$ cat config.mk
export PLATFORM = sky130hd
export DESIGN_NAME = sata_cmd_split
export DESIGN_NICKNAME = d
export VERILOG_FILES = /design/src/rtl/sata_cmd_split_pkg.sv /design/src/rtl/sata_cmd_split_timeout.sv /design/src/rtl/sata_cmd_split.sv
export SDC_FILE = /design/constraint.sdc
export NUM_CORES = 1
export LEC_CHECK = 0
export BUFFER_PORTS_ARGS = -buffer_cell sky130_fd_sc_hd__buf_2
export CAP_MARGIN = 10
export CORE_MARGIN = 5
export CORE_UTILIZATION = 35
export DETAILED_ROUTE_END_ITERATION = 8
export SLEW_MARGIN = 10
export SYNTH_ARGS = -nofsm -noshare
export SYNTH_HDL_FRONTEND = slang
export SYNTH_HIERARCHICAL = 1
export SYNTH_SLANG_ARGS = --single-unit
$ cat constraint.sdc
create_clock -name clk -period 4.7 [get_ports clk]
set_input_delay 0.705 -clock clk [delete_from_list [all_inputs] [get_ports clk]]
set_output_delay 0.705 -clock clk [all_outputs]
set_load 0.05 [all_outputs]
$ cat src/rtl/sata_cmd_split_pkg.sv
// sata_cmd_pkg: shared command layout, FSM states and sector geometry for sata_cmd_split.
package sata_cmd_pkg;
  localparam int DW_PER_SECTOR = 128;
  typedef struct packed {
    logic        rw;
    logic [22:0] len;
    logic [47:0] addr;
  } sata_cmd_t;
  typedef enum logic [2:0] {IDLE, ISSUE, GAP, DONE, ERR} state_e;
  // Sectors touched by a chunk of dw dwords, rounded up.
  function automatic logic [47:0] sectors(input logic [22:0] dw);
    logic [23:0] s;
    s = {1'b0, dw} + 24'(DW_PER_SECTOR - 1);
    return 48'(s >> $clog2(DW_PER_SECTOR));
  endfunction
endpackage

$ cat src/rtl/sata_cmd_split_timeout.sv
// sata_cmd_timeout: loadable down-counter; expired is high once the count reaches zero.
module sata_cmd_timeout #(
  parameter int W = 20
) (
  input  logic         clk,
  input  logic         rst_n,
  input  logic         load,
  input  logic [W-1:0] load_val,
  output logic         expired
);
  logic [W-1:0] cnt_q, cnt_d;
  always_comb cnt_d = load ? load_val : (cnt_q != '0 ? cnt_q - W'(1) : cnt_q);
  always_ff @(posedge clk or negedge rst_n)
    if (!rst_n) cnt_q <= '0;
    else cnt_q <= cnt_d;
  assign expired = cnt_q == '0;
endmodule

$ cat src/rtl/sata_cmd_split.sv
// sata_cmd_split: splits an upstream SATA command into MAX_DW-dword chunks with ack timeout and abort.
// Define SATA_CMD_SPLIT_STAT_EN to enable the chunk_cnt statistics counter.
module sata_cmd_split
  import sata_cmd_pkg::*;
#(
  parameter int MAX_DW      = 8192,
  parameter int ACK_TIMEOUT = 1000000
) (
  input  logic        clk,
  input  logic        rst_n,
  input  logic [71:0] s_cmd,
  input  logic        s_cmd_req,
  output logic        s_cmd_ack,
  output logic [71:0] m_cmd,
  output logic        m_cmd_req,
  input  logic        m_cmd_ack,
  input  logic        abort,
  output logic        busy,
  output logic        done,
  output logic        err,
  output logic [31:0] chunk_cnt
);
  localparam int TW = $clog2(ACK_TIMEOUT + 1);
  state_e      state_q, state_d;
  sata_cmd_t   cmd_q, cmd_d, in_cmd;
  logic [22:0] chunk;
  logic        acc, ack, expired;
  assign in_cmd = s_cmd;
  assign chunk  = cmd_q.len > 23'(MAX_DW) ? 23'(MAX_DW) : cmd_q.len;
  assign acc    = state_q == IDLE && s_cmd_req;
  assign ack    = state_q == ISSUE && m_cmd_ack;
  sata_cmd_timeout #(.W(TW)) u_timeout (
    .clk      (clk),
    .rst_n    (rst_n),
    .load     (state_q != ISSUE),
    .load_val (TW'(ACK_TIMEOUT - 1)),
    .expired  (expired)
  );
  always_ff @(posedge clk or negedge rst_n)
    if (!rst_n) begin
      state_q <= IDLE;
      cmd_q   <= '0;
    end else begin
      state_q <= state_d;
      cmd_q   <= cmd_d;
    end
  always_comb begin
    state_d = state_q;
    case (state_q)
      IDLE:  if (s_cmd_req) state_d = in_cmd.len == '0 ? ERR : ISSUE;
      ISSUE: if (m_cmd_ack) state_d = abort ? ERR : (cmd_q.len == chunk ? DONE : GAP);
             else if (abort || expired) state_d = ERR;
      GAP:   state_d = abort ? ERR : ISSUE;
      default: state_d = IDLE;
    endcase
  end
  // Remaining length and sector address advance once per acknowledged chunk.
  always_comb cmd_d = acc ? in_cmd
                    : ack ? {cmd_q.rw, cmd_q.len - chunk, cmd_q.addr + sectors(chunk)}
                    : cmd_q;
  always_comb begin
    s_cmd_ack = acc && rst_n;
    m_cmd_req = state_q == ISSUE;
    m_cmd     = {cmd_q.rw, chunk, cmd_q.addr};
    busy      = state_q != IDLE;
    done      = state_q == DONE;
    err       = state_q == ERR;
  end
`ifdef SATA_CMD_SPLIT_STAT_EN
  logic [31:0] chunk_cnt_q, chunk_cnt_d;
  assign chunk_cnt_d = chunk_cnt_q + 32'(ack);
  always_ff @(posedge clk or negedge rst_n)
    if (!rst_n) chunk_cnt_q <= '0;
    else chunk_cnt_q <= chunk_cnt_d;
  assign chunk_cnt = chunk_cnt_q;
`else
  assign chunk_cnt = '0;
`endif
endmodule
=== Word-level counts from Yosys, hierarchy flattened ===
Cells that the tools add are included.

* Bits in registers: 95
* Input bits: 77
* Logic and storage cells: 43

* Add/sub/neg operators: 4
* Order comparisons: 1
* Eq/ne operators: 8
* Multiplexer cells: 13
* Reduce and logical (&&, ||, !) cells: 12

{| class="wikitable"
|+ Operators with widths
! kind !! count
|-
| $mux W72 || 1
|-
| $mux W71 || 1
|-
| $add A48 B17 Y48 || 1
|-
| $mux W20 || 2
|-
| $add A23 B7 Y24 const B || 1
|-
| $eq A23 B23 Y1 || 1
|-
| $gt A23 B14 Y1 const B || 1
|-
| $logic_not A23 Y1 || 1
|-
| $mux W23 || 1
|-
| $sub A23 B23 Y23 || 1
|-
| $logic_not A20 Y1 || 1
|-
| $reduce_bool A20 Y1 || 1
|-
| $sub A20 B1 Y20 const B || 1
|-
| $mux W3 || 6
|-
| $pmux W3 S3 || 1
|-
| $eq A3 B2 Y1 const B || 2
|-
| $ne A3 B1 Y1 const B || 2
|-
| $reduce_bool A2 Y1 || 2
|-
| $eq A3 B1 Y1 const B || 1
|-
| $eq A3 B3 Y1 const B || 1
|-
| $logic_and A1 B1 Y1 || 3
|-
| $logic_not A3 Y1 || 1
|-
| $reduce_bool A3 Y1 || 1
|-
| $ne A2 B2 Y1 const B || 1
|-
| other kinds (3) || 3
|}

=== Logic depth before layout (Yosys ltp) ===
* Depth in word-level cells: 7
* Mapped depth: 17
* Mapped depth without buffers: 15

=== By module ===
The synthesis kept the hierarchy.

{| class="wikitable"
|+ By module, submodules not included
! module !! instances !! cells each !! area each (um^2)
|-
| sata_cmd_split || 1 || 752 || 6080.8
|-
| sata_cmd_timeout || 1 || 143 || 1287.5
|}

=== Worst setup path before layout ===
No wires, ideal clock.

* Path kind: reg2reg
* Start: reg cmd_q[58] (netlist name)
* End: reg cmd_q, in the netlist m_cmd[38]
* Setup time: 0.126 ns
* Data arrival time: 4.090 ns
* Data required time: 4.574 ns
* Path slack: 0.484 ns
* Stages on the path, launching flop included: 18
* Cells stage by stage: dfrtp_1 -> buf_2 -> nor4_2 -> nand4_1 -> or3_1 -> a21o_1 -> buf_2 -> nor3_1 -> ha_1 -> inv_1 -> fa_1 -> nor2b_1 -> o211ai_1 -> a31o_4 -> a211o_4 -> a2111oi_4 -> o21ai_1 -> a221o_1

* Longest elaborated chain between the ends: 6

{| class="wikitable"
|+ Ends and longest elaborated chain
! item !! RTL line !! RTL
|-
| from (decl) || sata_cmd_split.sv:25 || <nowiki>sata_cmd_t cmd_q, cmd_d, in_cmd;</nowiki>
|-
| from (signal assigned) || sata_cmd_split.sv:45 || <nowiki>cmd_q <= cmd_d;</nowiki>
|-
| $gt A23 B14 Y1 || sata_cmd_split.sv:29 || <nowiki>assign chunk = cmd_q.len > 23'(MAX_DW) ? 23'(MAX_DW) : cmd_q.len;</nowiki>
|-
| $mux W23 (*) || sata_cmd_split.sv:29 ||
|-
| $add A23 B7 Y24 (*) || sata_cmd_split_pkg.sv:13 || <nowiki>s = {1'b0, dw} + 24'(DW_PER_SECTOR - 1);</nowiki>
|-
| $add A48 B17 Y48 (*) || sata_cmd_split.sv:59 || <nowiki>: ack ? {cmd_q.rw, cmd_q.len - chunk, cmd_q.addr + sectors(chunk)}</nowiki>
|-
| $mux W71 (*) || sata_cmd_split.sv:59 ||
|-
| $mux W72 (*) || sata_cmd_split.sv:58 || <nowiki>always_comb cmd_d = acc ? in_cmd</nowiki>
|}

Mark *: on every way between the ends. The rest lies on a longest branch, timed or not. The select of a mux whose other input is x is not followed.
A chain may end at the register's enable or synchronous reset.

=== Final worst setup path ===
* Start: reg cmd_q[54] (netlist name)
* End: reg cmd_q, in the netlist m_cmd[38]

The elaborated chain is that of the path after synthesis.

==> run metrics <==
Worst R2R Setup Slack=0.32 ns; outcome=completed; Final GP Congestion=0.8951; final count of pins violating max slew=0; Yosys warning count=6; first-pass detailed-route iteration total=5; biggest fanout along the worst timing path=14; Cell Rows=53; Top delay family on crit path=compound AO/OA/AOI/OAI gates; Primary FF master, synth=sky130_fd_sc_hd__dfrtp_1; critical path startpoint category=flip-flop; cell taking the most area after synthesis=sky130_fd_sc_hd__dfrtp_1; starting density of the core=35.27%; maximum number of pins on one net before global-route repair=52; most frequent cell after synthesis=sky130_fd_sc_hd__nand2_1; CTS Sinks=95; top-area cell type share of the netlist area=32.26%; Setup TNS=0 ns; total buffers and inverters traversed by the critical path=2; CTS tree=yes; TritonCTS Buffers=9; setup repair after global routing missed its margin=false; Final HPWL DP=16520 um; WL final=22180 um; # nets final=1099; Cell Chain, Critical Path=nor4_2, nand4_1, or3_1, a21o_1, buf_4, nor2_1, inv_1, fa_1, nor2b_1, o211ai_1, a31o_4, a211o_4, a2111oi_4, o21ai_1, a221o_1; final period demand of the worst path=4.383 ns; wire length of the first global-routing pass=35270 um; I/O pins=186; share of final-layout standard cells stronger than drive strength 1=20.20%; share of synthesized registers carrying an async set or reset=100.0%; Port Buffers=144; mean instance size in the synthesized netlist=8.233 um^2; CTS clock-pin slew for the worst setup and hold paths=0.07 ns; Setup Viol. Count Final=0; count of flip-flops with a built-in enable after synthesis=0; depth of the CTS H-tree=3; Synth area leaders=sky130_fd_sc_hd__dfrtp_1 32%, sky130_fd_sc_hd__buf_4 9.3%, sky130_fd_sc_hd__nand2_1 5.4%; tightest hold margin=0.3870 ns; Critical Path Slowest Stage Cell=sky130_fd_sc_hd__dfrtp_1; maximum vdd drop=0.2508 mV; global route total overflow=0; P_leak=3.677 nW; Inserted Diodes=0; largest stage delay on the critical path=0.46 ns; CP arrival=4.62 ns; number of hold violations in the final report=0; Worst Setup SP=cmd_q[54]$_DFFE_PN0P_; sequential cell area fraction in the yosys report=32.26%; Syn-to-layout area delta=12.45%; total via count in the routed design=6794; Clock Root Buffer=sky130_fd_sc_hd__clkbuf_16; highest achievable clock rate=228.2 MHz; via count of the first global-routing pass=6553; Die X-Extent=155.1 um; number of buffers inserted by post-CTS setup repair=0; number of storage elements in the synthesis netlist=95; Min-Delay Path Class=primary input to async pin; power density over the cells=707.3 nW/um^2; number of antenna violations at the first check in global routing=0; worst slew pin tran=0.9918 ns; max cap viols=0; Clk Latency, worst-skew pair=0.35 ns; post-synthesis instance area=7368 um^2; endpoint kind of the worst setup timing path=flip-flop; buffer depth of the longest clock path=2; part of the cycle the worst path needs=93.25%; Post-DRT Antenna Nets=0; number of instances in the synthesized netlist=895; relative max-transition margin=33.52%; Worst Path Class, Setup=flip-flop to flip-flop; die extent in y=155.1 um; fillcell total=2164; leading cell types by count after synthesis=106 x sky130_fd_sc_hd__nand2_1, 95 x sky130_fd_sc_hd__dfrtp_1, 91 x sky130_fd_sc_hd__buf_4, 61 x sky130_fd_sc_hd__nor2_1, 55 x sky130_fd_sc_hd__a21oi_1; worst-case clock skew=0.01043 ns; DRC errors left=0; combined global-route utilization of all metal layers=17.99%; FF-to-FF Start=cmd_q[54]$_DFFE_PN0P_; DR iter-0 viols=545; per-cell routed wire length=17.32 um; detailed-route vias per instance=5.308; hold-fix buffer count after cts=0; number of cells upsized or downsized after cts=0; die area=24050 um^2; count of distinct cell types in the synthesized netlist=80; WP data required=4.94 ns; placeable core region=20890 um^2
## layout by cell type (no fill, tap or decap), types with 14 or more instances in the layout
master,instances
sky130_fd_sc_hd__a21oi_1,55
sky130_fd_sc_hd__a22oi_1,20
sky130_fd_sc_hd__and2_1,18
sky130_fd_sc_hd__and3_1,19
sky130_fd_sc_hd__buf_2,143
sky130_fd_sc_hd__buf_4,16
sky130_fd_sc_hd__conb_1,72
sky130_fd_sc_hd__dfrtp_1,95
sky130_fd_sc_hd__ha_1,20
sky130_fd_sc_hd__inv_1,21
sky130_fd_sc_hd__nand2_1,106
sky130_fd_sc_hd__nand3_1,34
sky130_fd_sc_hd__nand4_1,15
sky130_fd_sc_hd__nor2_1,61
sky130_fd_sc_hd__nor3_1,14
sky130_fd_sc_hd__o211ai_1,15
sky130_fd_sc_hd__o21ai_0,28
sky130_fd_sc_hd__o21ai_1,26
sky130_fd_sc_hd__o31ai_1,15
sky130_fd_sc_hd__xnor2_1,19
sky130_fd_sc_hd__xor2_1,18
## kinds of logic (layout without fill, tap and decap cells)
kind of cell             count (synthesis)  count (layout)  synth area share, %
buffers and inverters                  157             197                12.80
adder cells (fa/ha/maj)                 21              21                3.668
AND/OR/NAND/NOR                        334             334                23.23
flip-flops                              95              95                32.26
AO/OA/AOI/OAI                          245             245                22.99
XOR/XNOR                                37              37                4.398
other                                    2              72               0.1019
multiplexers                             4               4               0.5434
## registers in the layout, indices dropped and copies added, names as in the netlist
register / count
state_q: 3
m_cmd: 49
u_timeout/cnt_q: 20
cmd_q: 23
## power by group
part,leakage [nW],internal (mW),total [mW],switching (mW)
clock network,0.155,0.480,0.819,0.339
registers,1.15,1.22,1.76,0.543
logic,2.37,1.02,3.28,2.26
## path summary, 6_finish.rpt
kind / depth (start not counted) / endpoint
max in group asynchronous: 2 / m_cmd[9]$_DFFE_PN0P_
worst max register to register: 15 / m_cmd[38]$_DFFE_PN0P_
worst min register to register: 2 / m_cmd[71]$_DFFE_PN0P_
worst min-delay path: 1 / u_timeout/cnt_q[8]$_DFFE_PN0P_
worst max-delay path: 15 / m_cmd[38]$_DFFE_PN0P_
min in group clk: 2 / m_cmd[71]$_DFFE_PN0P_
## layer usage
metal | global-route usage, % | vias up | part of all wire, %
met5 | 0 | - | 0
met4 | 3.869 | 0 | 0.84
met3 | 3.755 | 11 | 6.9
met2 | 27.67 | 215 | 45
met1 | 26.12 | 3251 | 47
li1 | - | 3317 | -
## worst register-to-register path, delay by kind of cell, from the launching register on
| kind | cells | cell delay, ns |
|---|---|---|
| AOI/OAI and AO/OA | 7 | 1.80 |
| DFF | 1 | 0.46 |
| buffers and inverters | 2 | 0.25 |
| adders and majority gates | 1 | 0.42 |
| and+or+nand+nor | 5 | 1.31 |
## final cells by class
class	instances	area [um^2]	area share, %
multi-input combinational	713	4322	52.16
tap	275	344.1	4.153
inverter	23	86.33	1.042
clock buffer	10	239.0	2.884
timing repair buffer	159	835.8	10.09
sequential	95	2377	28.69
clock inverter	5	81.33	0.9816
## stage by stage
step	instances	power (mW)	util [%]	setup WS (ns)	cell area [um^2]
2_1_floorplan	965	4.495	-	0.4835	7631
3_3_place_gp	1265	4.999	38.13	0.4569	7965
3_5_place_dp	1265	5.026	38.13	0.3671	7965
4_1_cts	1280	5.864	39.66	0.3548	8285
5_1_grt	1280	6.290	39.66	0.02861	8285
6_report	1280	5.860	39.66	0.3170	8285
Note: power is estimated with default switching activity, not from simulation.
